`src/rtl/barrel_shift_pipe.sv`:
```
// barrel_shift_pipe: pipelined bidirectional logarithmic shifter with rotate,
// arithmetic fill and sticky generation, behind valid/ready handshakes.
// Left shifts are resolved internally by bit-reversing the operand on entry
// and the result on exit, so every level is a right-shift level.
module barrel_shift_pipe #(
    parameter int WIDTH  = 32,
    parameter int STAGES = 2,
    localparam int SHW   = $clog2(WIDTH)
) (
    input  logic             clk,
    input  logic             rst_n,
    input  logic             in_valid,
    output logic             in_ready,
    input  logic [WIDTH-1:0] in_data,
    input  logic [SHW:0]     in_amt,
    input  logic             in_dir,
    input  logic [1:0]       in_mode,
    output logic             out_valid,
    input  logic             out_ready,
    output logic [WIDTH-1:0] out_data,
    output logic             out_sticky
);

    // Everything that travels with an operand through the pipe.
    typedef struct packed {
        logic             vld;
        logic             dir;
        logic             rot;
        logic             fill;
        logic [SHW:0]     amt;
        logic             stk;
        logic [WIDTH-1:0] dat;
    } stage_t;

    stage_t st_q   [STAGES];
    stage_t st_d   [STAGES];
    stage_t lvl_in [STAGES];
    logic   adv;

    // Levels 0..SHW-1 shift by 2^l, level SHW is the overflow level;
    // they are spread evenly over the register stages.
    function automatic int unsigned stage_of(input int unsigned lvl);
        return (lvl * unsigned'(STAGES)) / unsigned'(SHW + 1);
    endfunction

    assign adv        = out_ready | ~st_q[STAGES-1].vld;
    assign in_ready   = adv;
    assign out_valid  = st_q[STAGES-1].vld;
    assign out_data   = st_q[STAGES-1].dat;
    assign out_sticky = st_q[STAGES-1].stk;

    // Stage inputs: decoded operand for stage 0, previous register otherwise.
    always_comb begin
        lvl_in[0]      = '0;
        lvl_in[0].vld  = in_valid;
        lvl_in[0].dir  = in_dir;
        lvl_in[0].rot  = (in_mode == 2'b10);
        lvl_in[0].fill = (in_mode == 2'b01) && !in_dir && in_data[WIDTH-1];
        lvl_in[0].amt  = in_amt;
        for (int unsigned i = 0; i < WIDTH; i++) begin
            lvl_in[0].dat[i] = in_dir ? in_data[WIDTH-1-i] : in_data[i];
        end
        for (int unsigned s = 1; s < STAGES; s++) begin
            lvl_in[s] = st_q[s-1];
        end
    end

    // Shift levels owned by each stage; the last stage undoes the reversal.
    // The overflow level runs last, so OR-ing what is left of the word into
    // sticky yields the OR of every operand bit when amt >= WIDTH.
    always_comb begin
        stage_t          cur;
        stage_t          nxt;
        logic [SHW-1:0]  src;
        int unsigned     k;
        cur = '0;
        nxt = '0;
        src = '0;
        k   = 0;
        for (int unsigned s = 0; s < STAGES; s++) begin
            cur = lvl_in[s];
            for (int unsigned l = 0; l <= SHW; l++) begin
                nxt = cur;
                if (stage_of(l) == s) begin
                    if (l < SHW) begin
                        if (cur.amt[l]) begin
                            k = 1 << l;
                            for (int unsigned i = 0; i < WIDTH; i++) begin
                                src = SHW'((i + k) % WIDTH);
                                nxt.dat[i] = (cur.rot || (i + k < WIDTH)) ? cur.dat[src] : cur.fill;
                                if (i < k) begin
                                    nxt.stk = nxt.stk | (cur.dat[i] & ~cur.rot);
                                end
                            end
                        end
                    end else if (cur.amt[SHW] && !cur.rot) begin
                        nxt.stk = cur.stk | (|cur.dat);
                        nxt.dat = {WIDTH{cur.fill}};
                    end
                end
                cur = nxt;
            end
            if ((s == STAGES - 1) && cur.dir) begin
                nxt = cur;
                for (int unsigned i = 0; i < WIDTH; i++) begin
                    nxt.dat[i] = cur.dat[WIDTH-1-i];
                end
                cur = nxt;
            end
            st_d[s] = cur;
        end
    end

    // Pipeline registers: all stages advance together or all hold.
    always_ff @(posedge clk or negedge rst_n) begin
        if (!rst_n) begin
            for (int unsigned s = 0; s < STAGES; s++) begin
                st_q[s] <= '0;
            end
        end else if (adv) begin
            for (int unsigned s = 0; s < STAGES; s++) begin
                st_q[s] <= st_d[s];
            end
        end
    end

endmodule

```
`config.mk`:
```
export PLATFORM = sky130hd
export DESIGN_NAME = barrel_shift_pipe
export DESIGN_NICKNAME = d
export VERILOG_FILES = /design/src/rtl/barrel_shift_pipe.sv
export SDC_FILE = /design/constraint.sdc
export NUM_CORES = 1
export LEC_CHECK = 0
export CORE_ASPECT_RATIO = 0.7
export CORE_UTILIZATION = 33
export DETAILED_ROUTE_END_ITERATION = 8
export PLACE_DENSITY = 0.52
export SLEW_MARGIN = 20
export SYNTH_ARGS = -nofsm -noshare
export SYNTH_HDL_FRONTEND = slang
export SYNTH_SLANG_ARGS = --single-unit
```
`constraint.sdc`:
```
create_clock -name clk -period 2.3 [get_ports clk]
set_clock_uncertainty 0.2 [all_clocks]
set_input_delay 0.46 -clock clk [delete_from_list [all_inputs] [get_ports clk]]
set_output_delay 0.46 -clock clk [all_outputs]
set_load 0.01 [all_outputs]
```
# Yosys cells after proc, flatten, opt, wreduce, memory -nomap -nowiden
# Index checks and enable logic that the tools add are counted.
# W data, S select, Z words.
[word_totals]
regBits = 77
in_bits = 45
wordCells = 180
[classes]
n_eq_ne = 2
muxes = 96
n_bitwise = 66
n_reduce_logical = 6
[op_table]
columns = ["cell", "n"]
rows = [
  ["$mux W33", 6],
  ["$mux W1", 89],
  ["$mux W32", 1],
  ["$or A1 B1 Y1", 32],
  ["$reduce_or A32 Y1", 1],
  ["$and A1 B1 Y1", 31],
  ["$logic_and A1 B1 Y1", 3],
  ["$not A1 Y1", 3],
  ["$eq A2 B1 Y1 const B", 1],
  ["$eq A2 B2 Y1 const B", 1],
  ["$logic_not A1 Y1", 2],
]

# Depth between registers and ports, before layout
# Gate-level depths: netlist of the first run.
[depth]
ltp_word = 55
ltp_mapped = 9

# Least setup slack after synthesis of the first run
# Ideal clock, no wire load.
[synth_timing]
path_kind = "input port to flip-flop"
from = "in in_amt[0]"
to = "reg st_q (netlist bit lvl_in[6])"
t_arrival_ns = 1.875
setup_slack_ns = 0.100
stages = 6
path_buffers = 2
cell_sequence = "buf_4 buf_2 mux4_2 mux2i_1 o21ai_0 mux2_2"
[synth_between]
elab_chain_cells = 3
[synth_lines]
columns = ["element", "line", "text"]
rows = [
  ["start, declared", "15", "input logic [SHW:0] in_amt,"],
  ["$mux W33 (3 in series)", "86", "if (cur.amt[l]) begin"],
  ["end signal, assigned by index", "122", "st_q[s] <= st_d[s];"],
  ["end, declared", "35", "stage_t st_q [STAGES];"],
]
# No other way between the ends.
# A chain may end at the register's enable or synchronous reset.

# Worst setup path after layout of the first run
[layout_timing]
from = "reg st_q (netlist bit lvl_in[36])"
to = "reg st_q (netlist bit out_sticky)"
[layout_between]
elab_chain_cells = 36
[layout_lines]
columns = ["element", "line", "text"]
rows = [
  ["$mux W33 *", "86", ""],
  ["$and A1 B1 Y1", "92", "nxt.stk = nxt.stk | (cur.dat[i] & ~cur.rot);"],
  ["$or A1 B1 Y1", "92", ""],
  ["$mux W1", "86", ""],
  ["$or A1 B1 Y1", "92", ""],
  ["$mux W1", "86", ""],
  ["$or A1 B1 Y1", "92", ""],
  ["$mux W1", "86", ""],
  ["[... 20 more ...]", "n/a", ""],
  ["$or A1 B1 Y1", "92", ""],
  ["$mux W1", "86", ""],
  ["$or A1 B1 Y1", "92", ""],
  ["$mux W1", "86", ""],
  ["$or A1 B1 Y1", "92", ""],
  ["$mux W33 *", "86", ""],
  ["$or A1 B1 Y1", "97", "nxt.stk = cur.stk | (|cur.dat);"],
  ["$mux W33 *", "96", "end else if (cur.amt[SHW] && !cur.rot) begin"],
]
# Mark *: on every way between the ends. The rest lies on a longest branch, timed or not. The select of a mux whose other input is x is not followed.

==> impl_metrics.yaml, run 1 <==
timing:
  max-slew-margin-rel: 0.607
  slew_viol_final: 0
  timing.final.hold_violations: 0
  fin_ws_ns: -0.0856
  final-setup-viol-count: 3
  tightest_slew_ns: 0.584
  max_freq_mhz: 419
  tns_ns: -0.115
  rsz0062_at_grt: "true"
  min_period_ns: 2.39
  min_period_over_period: 1.04
route:
  dr.pass1.iters: 7
  vias_per_cell: 5.57
  vias: 6201
  wl_um: 22300
  initialDrtViolationCount: 568
  wl_per_cell_um: 20.0
  postRouteAntennaNets: 0
  drc: 8
logic_synthesis:
  synth-compound-area-share: 0.188
  synth_seq_area_share: 0.301
  synthCells: 709
  synth_fa_ha_area_frac: 0
  synth_area_per_cell_um2: 8.69
  ys_top_cells_by_area: "dfrtp_1 (30%), mux4_2 (15%), nor2_1 (7.1%), mux2i_1 (7.0%), nand2_1 (5.3%)"
  synth_fp_nets: 754
  ys_warn_count: 0
  synth-seq-cells: 74
  yosysTopAreaCellShare: 0.301
  yosys.area_share.simple: 0.184
  synth.area.mux_share: 0.275
  synth-edff-count: 0
  synth_top_area_cell: "dfrtp_1"
  postSynth.asyncResetShare: 1.00
  ys_types: 54
  synthXorXnorAreaFrac: 0.00142
  synth_top_family_by_area: "multiplexers"
  ys.flop_type: "dfrtp_1"
  netlist_area_um2: 6160
critical_path:
  critPathBufInv: 1
  start_kind: "flip-flop"
  endpoint_kind: "flip-flop"
  max_stage_delay_ns: 0.54
  worst_ep_arrival_time_ns: 2.41
  worstSetupPathType: "reg -> reg"
  cp_top_family: "simple AND/OR/NAND/NOR gates"
  cp_cell_sequence: "buf_6, mux4_2, nor4_2, nand4_1, nor3_2, a31oi_1, o22a_1"
  path_max_fanout: 7
  required_ns: 2.33
  slowest_stage: "mux4_2"
clock_tree:
  insertion_delay_ns: 0.34
  clock_path_buffers: 2
  cts_buffers: 9
  htreeDepth: 3
  cts_num_sinks: 74
  clk_pin_slew_worst_paths_ns: 0.07
  cts_tree: "yes"
  cts_root_buf: "clkbuf_16"
floorplan:
  dieHeight_um: 116
  placementRows: 41
  die_area_um2: 19200
  fp.coreArea_um2: 18200
  initial_core_util: 0.339
  die_w_um: 165
  io_pins: 80
global_route:
  overflow: 0
  grt_max_degree: 44
  antenna_found_initial: 0
  grt_pass1_wl_um: 34800
  grt_pass1_vias: 6049
  grt_use_total: 0.240
placed_design:
  dp_worst_setup_slack_ns: -0.384
  gp_congestion: 0.947
  dpl.hpwl_um: 17700
  port_buffers: 79
  place_area_um2: 8090
  dp.cells: 1094
power_and_ir_drop:
  worst_ir_drop_vdd_mv: 0.354
  powerDensity_nw_per_um2: 782
  leakage_nw: 3.60
final_layout:
  fin_nets: 918
  fin_area_um2: 8560
  insertedDiodeCount: 0
  final_cell_mix: "buf_4 (121), nor2_1 (115), nand2_1 (87)"
  final_common_cell: "buf_4"
  synthToLayoutAreaGrowth_pct: 39.0
  drive_gt1_frac: 0.292
  instances_no_fill: 1114
  fin_util: 0.471
outcome:
  failed_checks: "DRC, setup timing"
  outcome: "finished with violations"
min_path:
  hold_class: "reg -> reg"
job:
  drv_cap: 0
cell families after synthesis:
| family | after synthesis |
|---|---|
| simple gates | 262 |
| compound gates | 189 |
| mux | 113 |
| flops | 74 |
| buf+inv | 70 |
| xor+xnor | 1 |
path summary, 6_finish.rpt:
kind | endpoint | start | slack, ns | cells after the start
worst min register to register | lvl_in[42] | lvl_in[42] | 0.27 | 2
max in group asynchronous | lvl_in[3] | rst_n | 0.91 | 3
worst min-delay path | lvl_in[42] | lvl_in[42] | 0.27 | 2
worst max register to register | out_sticky | lvl_in[36] | -0.09 | 7
min in group asynchronous | lvl_in[19] | rst_n | 0.43 | 2
worst max-delay path | out_sticky | lvl_in[36] | -0.09 | 7
synthesized netlist by cell type, types with 5 or more instances:
| library cell | n |
|---|---|
| clkbuf_1 | 36 |
| buf_4 | 5 |
| buf_1 | 5 |
| nor4_1 | 5 |
| dfrtp_1 | 74 |
| o211ai_1 | 14 |
| buf_2 | 14 |
| o21ai_0 | 57 |
| a31oi_1 | 9 |
| a31o_2 | 7 |
| nor3_1 | 6 |
| mux2i_1 | 43 |
| inv_1 | 5 |
| mux4_2 | 42 |
| mux2_2 | 28 |
| nor2_1 | 117 |
| nand3_1 | 13 |
| nand2_1 | 87 |
| a21oi_1 | 56 |
| nor2b_1 | 9 |
| a21o_1 | 5 |
| a211oi_1 | 10 |
| nand2b_1 | 7 |
routing by layer:
metal,wire length (um),vias up,global-route usage
met5,0,-,0
met4,176,0,0.0400
met3,1840,17,0.0629
met2,8710,224,0.320
met1,11600,3036,0.383
li1,-,2924,-
sequential cells by signal, indices dropped and copies added, names as in the netlist:
signal,flops
out_data,32
out_valid,1
lvl_in,40
out_sticky,1
per-stage QoR:
stage,total power [mW],hold WS [ns]
floorplan,3.44,-0.0356
global placement,5.04,0.243
detailed placement,5.05,0.253
CTS,6.65,0.267
global route,7.07,0.294
finish,6.69,0.267
tightest hold or removal path, stage by stage, from the launching register on:
cell,delay (ns)
dfrtp_1,0.34
nand2_1,0.05
nand2_1,0.05
power breakdown:
part	internal (mW)	leakage, nW	switching (mW)	total (mW)
Clock	0.979	0.159	0.571	1.55
Combinational	1.65	2.55	1.60	3.25
Sequential	1.61	0.886	0.284	1.90
Total	4.24	3.60	2.46	6.69
final cells by class:
cell class / instances / area [um^2]
timing repair buffer: 216 / 1990
inverter: 7 / 30.0
sequential: 74 / 1860
clock inverter: 5 / 78.8
multi-input combinational: 565 / 4070
clock buffer: 11 / 243
tap: 236 / 295
fill: 1767 / 9600
repair_timing:
| item | 4_1_cts | 5_1_grt |
|---|---|---|
| hold buffers | 1 | 0 |
| pin swaps | 4 | 0 |
| gates resized for setup | 16 | 15 |
| setup endpoints to repair | 23 | 42 |
| gates cloned | 0 | 1 |
| endpoints found under the hold margin | 34 | 0 |
| setup buffers | 2 | 0 |
Note: power is estimated with default switching activity, not from simulation.
==> inputs of run 2 (changes only) <==
--- a/config.mk
+++ b/config.mk
@@ -5,10 +5,12 @@
 export SDC_FILE = /design/constraint.sdc
 export NUM_CORES = 1
 export LEC_CHECK = 0
+export CELL_PAD_IN_SITES_DETAIL_PLACEMENT = 0
+export CELL_PAD_IN_SITES_GLOBAL_PLACEMENT = 1
 export CORE_ASPECT_RATIO = 0.7
 export CORE_UTILIZATION = 33
 export DETAILED_ROUTE_END_ITERATION = 8
-export PLACE_DENSITY = 0.52
+export PLACE_DENSITY = 0.65
 export SLEW_MARGIN = 20
 export SYNTH_ARGS = -nofsm -noshare
 export SYNTH_HDL_FRONTEND = slang
==> impl_metrics.yaml, run 2 (synthesized netlist as in run 1, its figures left out) <==
outcome:
  outcome: "finished with violations"
  failed_checks: "setup timing"
placed_design:
  gp_congestion: 0.952
  dp.cells: 1105
  dpl.hpwl_um: 18100
  port_buffers: 79
power_and_ir_drop:
  powerDensity_nw_per_um2: 786
  p_switching_mw: 2.55
  p_int_mw: 4.30
  combinationalPowerShare: 0.499
  clock_power_share: 0.225
  leakage_nw: 3.69
  worst_ir_drop_vdd_mv: 0.351
  sequentialPowerShare: 0.275
  switching_share: 0.372
critical_path:
  endpoint_kind: "flip-flop"
  worst_ep_arrival_time_ns: 2.49
  path_max_fanout: 7
  worstSetupPathType: "reg -> reg"
  required_ns: 2.33
  rr_startpoint: "lvl_in[36]"
  crit_start: "lvl_in[36]"
  start_kind: "flip-flop"
clock_tree:
  clk_pin_slew_worst_paths_ns: 0.06
  cts_buffers: 9
  cts_tree: "yes"
  htreeDepth: 3
  clock_path_buffers: 2
  cts_num_sinks: 74
  insertion_delay_ns: 0.35
  cts_root_buf: "clkbuf_16"
route:
  dr.pass1.iters: 5
  vias_per_cell: 5.68
  vias: 6439
  drc: 0
  wl_um: 23200
  postRouteAntennaNets: 0
  wl_per_cell_um: 20.5
  initialDrtViolationCount: 640
min_path:
  hold_start: "lvl_in[42]"
  hold_class: "reg -> reg"
final_layout:
  multiInputGateArea_um2: 4120
  instances_no_fill: 1133
  final_cell_mix: "buf_4 (140), nor2_1 (115), nand2_1 (87)"
  final_common_cell: "buf_4"
  largest_reg_flops: 40
  regArea_um2: 1850
  fin_nets: 936
  synthToLayoutAreaGrowth_pct: 41.5
  fillers: 1786
  drive_gt1_frac: 0.313
global_route:
  grt_pass1_vias: 6069
  grt_use_total: 0.249
  grt_max_degree: 63
  grt_pass1_wl_um: 35800
  overflow: 0
  antenna_found_initial: 0
floorplan:
  die_w_um: 165
  die_area_um2: 19200
  placementRows: 41
  dieHeight_um: 116
  fp.coreArea_um2: 18200
  io_pins: 80
  initial_core_util: 0.339
timing:
  max-slew-margin-rel: 0.615
  timing.final.hold_violations: 0
  fin_ws_ns: -0.159
  min_period_ns: 2.46
  timing.hold.ws_ns: 0.277
  min_period_over_period: 1.07
  rsz0062_at_grt: "true"
  tightest_slew_ns: 0.578
  max_freq_mhz: 407
  final-setup-viol-count: 4
  slew_viol_final: 0
job:
  drv_cap: 0
[run 2: cell count changes in the layout (fill, tap and decap cells not counted), moves of 3 or more]
cell     previous run  this run
a21oi_2             0         3
buf_4             121       140
a21oi_1            56        53
buf_12             11         8
o21ai_0            53        50
buf_8               0         3
[run 2: per-layer routing]
layer | GRT usage | wire length [um] | vias to the layer above | share of wire
li1 | - | - | 2958 | -
met1 | 0.401 | 11900 | 3243 | 0.51
met2 | 0.335 | 9340 | 226 | 0.40
met3 | 0.0554 | 1800 | 12 | 0.078
met4 | 0.0412 | 121 | 0 | 0.0052
met5 | 0 | 0 | - | 0
[run 2: worst max-delay path, cell delays in order, from the launching register on]
cell      delay, ns
dfrtp_2        0.42
buf_12         0.15
buf_4          0.13
buf_8          0.12
mux2_4         0.35
o21bai_1       0.15
a32oi_1        0.21
a221oi_2       0.26
a31oi_2        0.16
o22a_1         0.18
[run 2: area by class of cell]
class	count	area share
multi-input combinational	565	0.472
timing repair buffer	234	0.242
sequential	74	0.213
tap	236	0.0339
clock buffer	9	0.0258
clock inverter	7	0.0106
inverter	7	0.00301
antenna	1	0.000287
[run 2: timing repair]
item                                    in CTS  in global routing
gates cloned                                 1                  0
resized for setup                           20                 26
setup buffers                                3                  6
endpoints found under the hold margin       28                  0
hold buffers                                 1                  0
endpoints found under the setup margin      15                 13
pin swaps                                    5                 12
[run 2: through the flow]
stage	worst slack [ns]	utilization	TNS, ns	instance area, um^2	power, mW
6_report	-0.159	0.480	-0.316	8720	6.85
5_1_grt	-0.214	0.480	-0.915	8710	7.21
4_1_cts	-0.0549	0.473	-0.0549	8590	6.74
3_5_place_dp	-0.380	0.447	-10.19	8120	5.10
3_3_place_gp	-0.450	0.447	-9.65	8120	5.09
2_1_floorplan	0.100	-	0	6160	3.44
[run 2: worst paths after layout]
check                              end  slack (ns)  cells after the start
hold reg to reg              out_valid        0.28                      1
max in group asynchronous   lvl_in[23]        0.89                      3
min in group asynchronous  out_data[5]        0.40                      2
hold / removal               out_valid        0.28                      1
setup reg to reg            out_sticky       -0.16                      9
setup / recovery            out_sticky       -0.16                      9
[run 2: power groups by stage]
stage	Clock (mW)	Sequential (mW)	Combinational, mW
floorplan	0	1.94	1.50
CTS	1.56	1.88	3.29
finish	1.54	1.89	3.42
global route	1.61	1.93	3.68
detailed placement	0	1.91	3.19
global placement	0	1.90	3.20
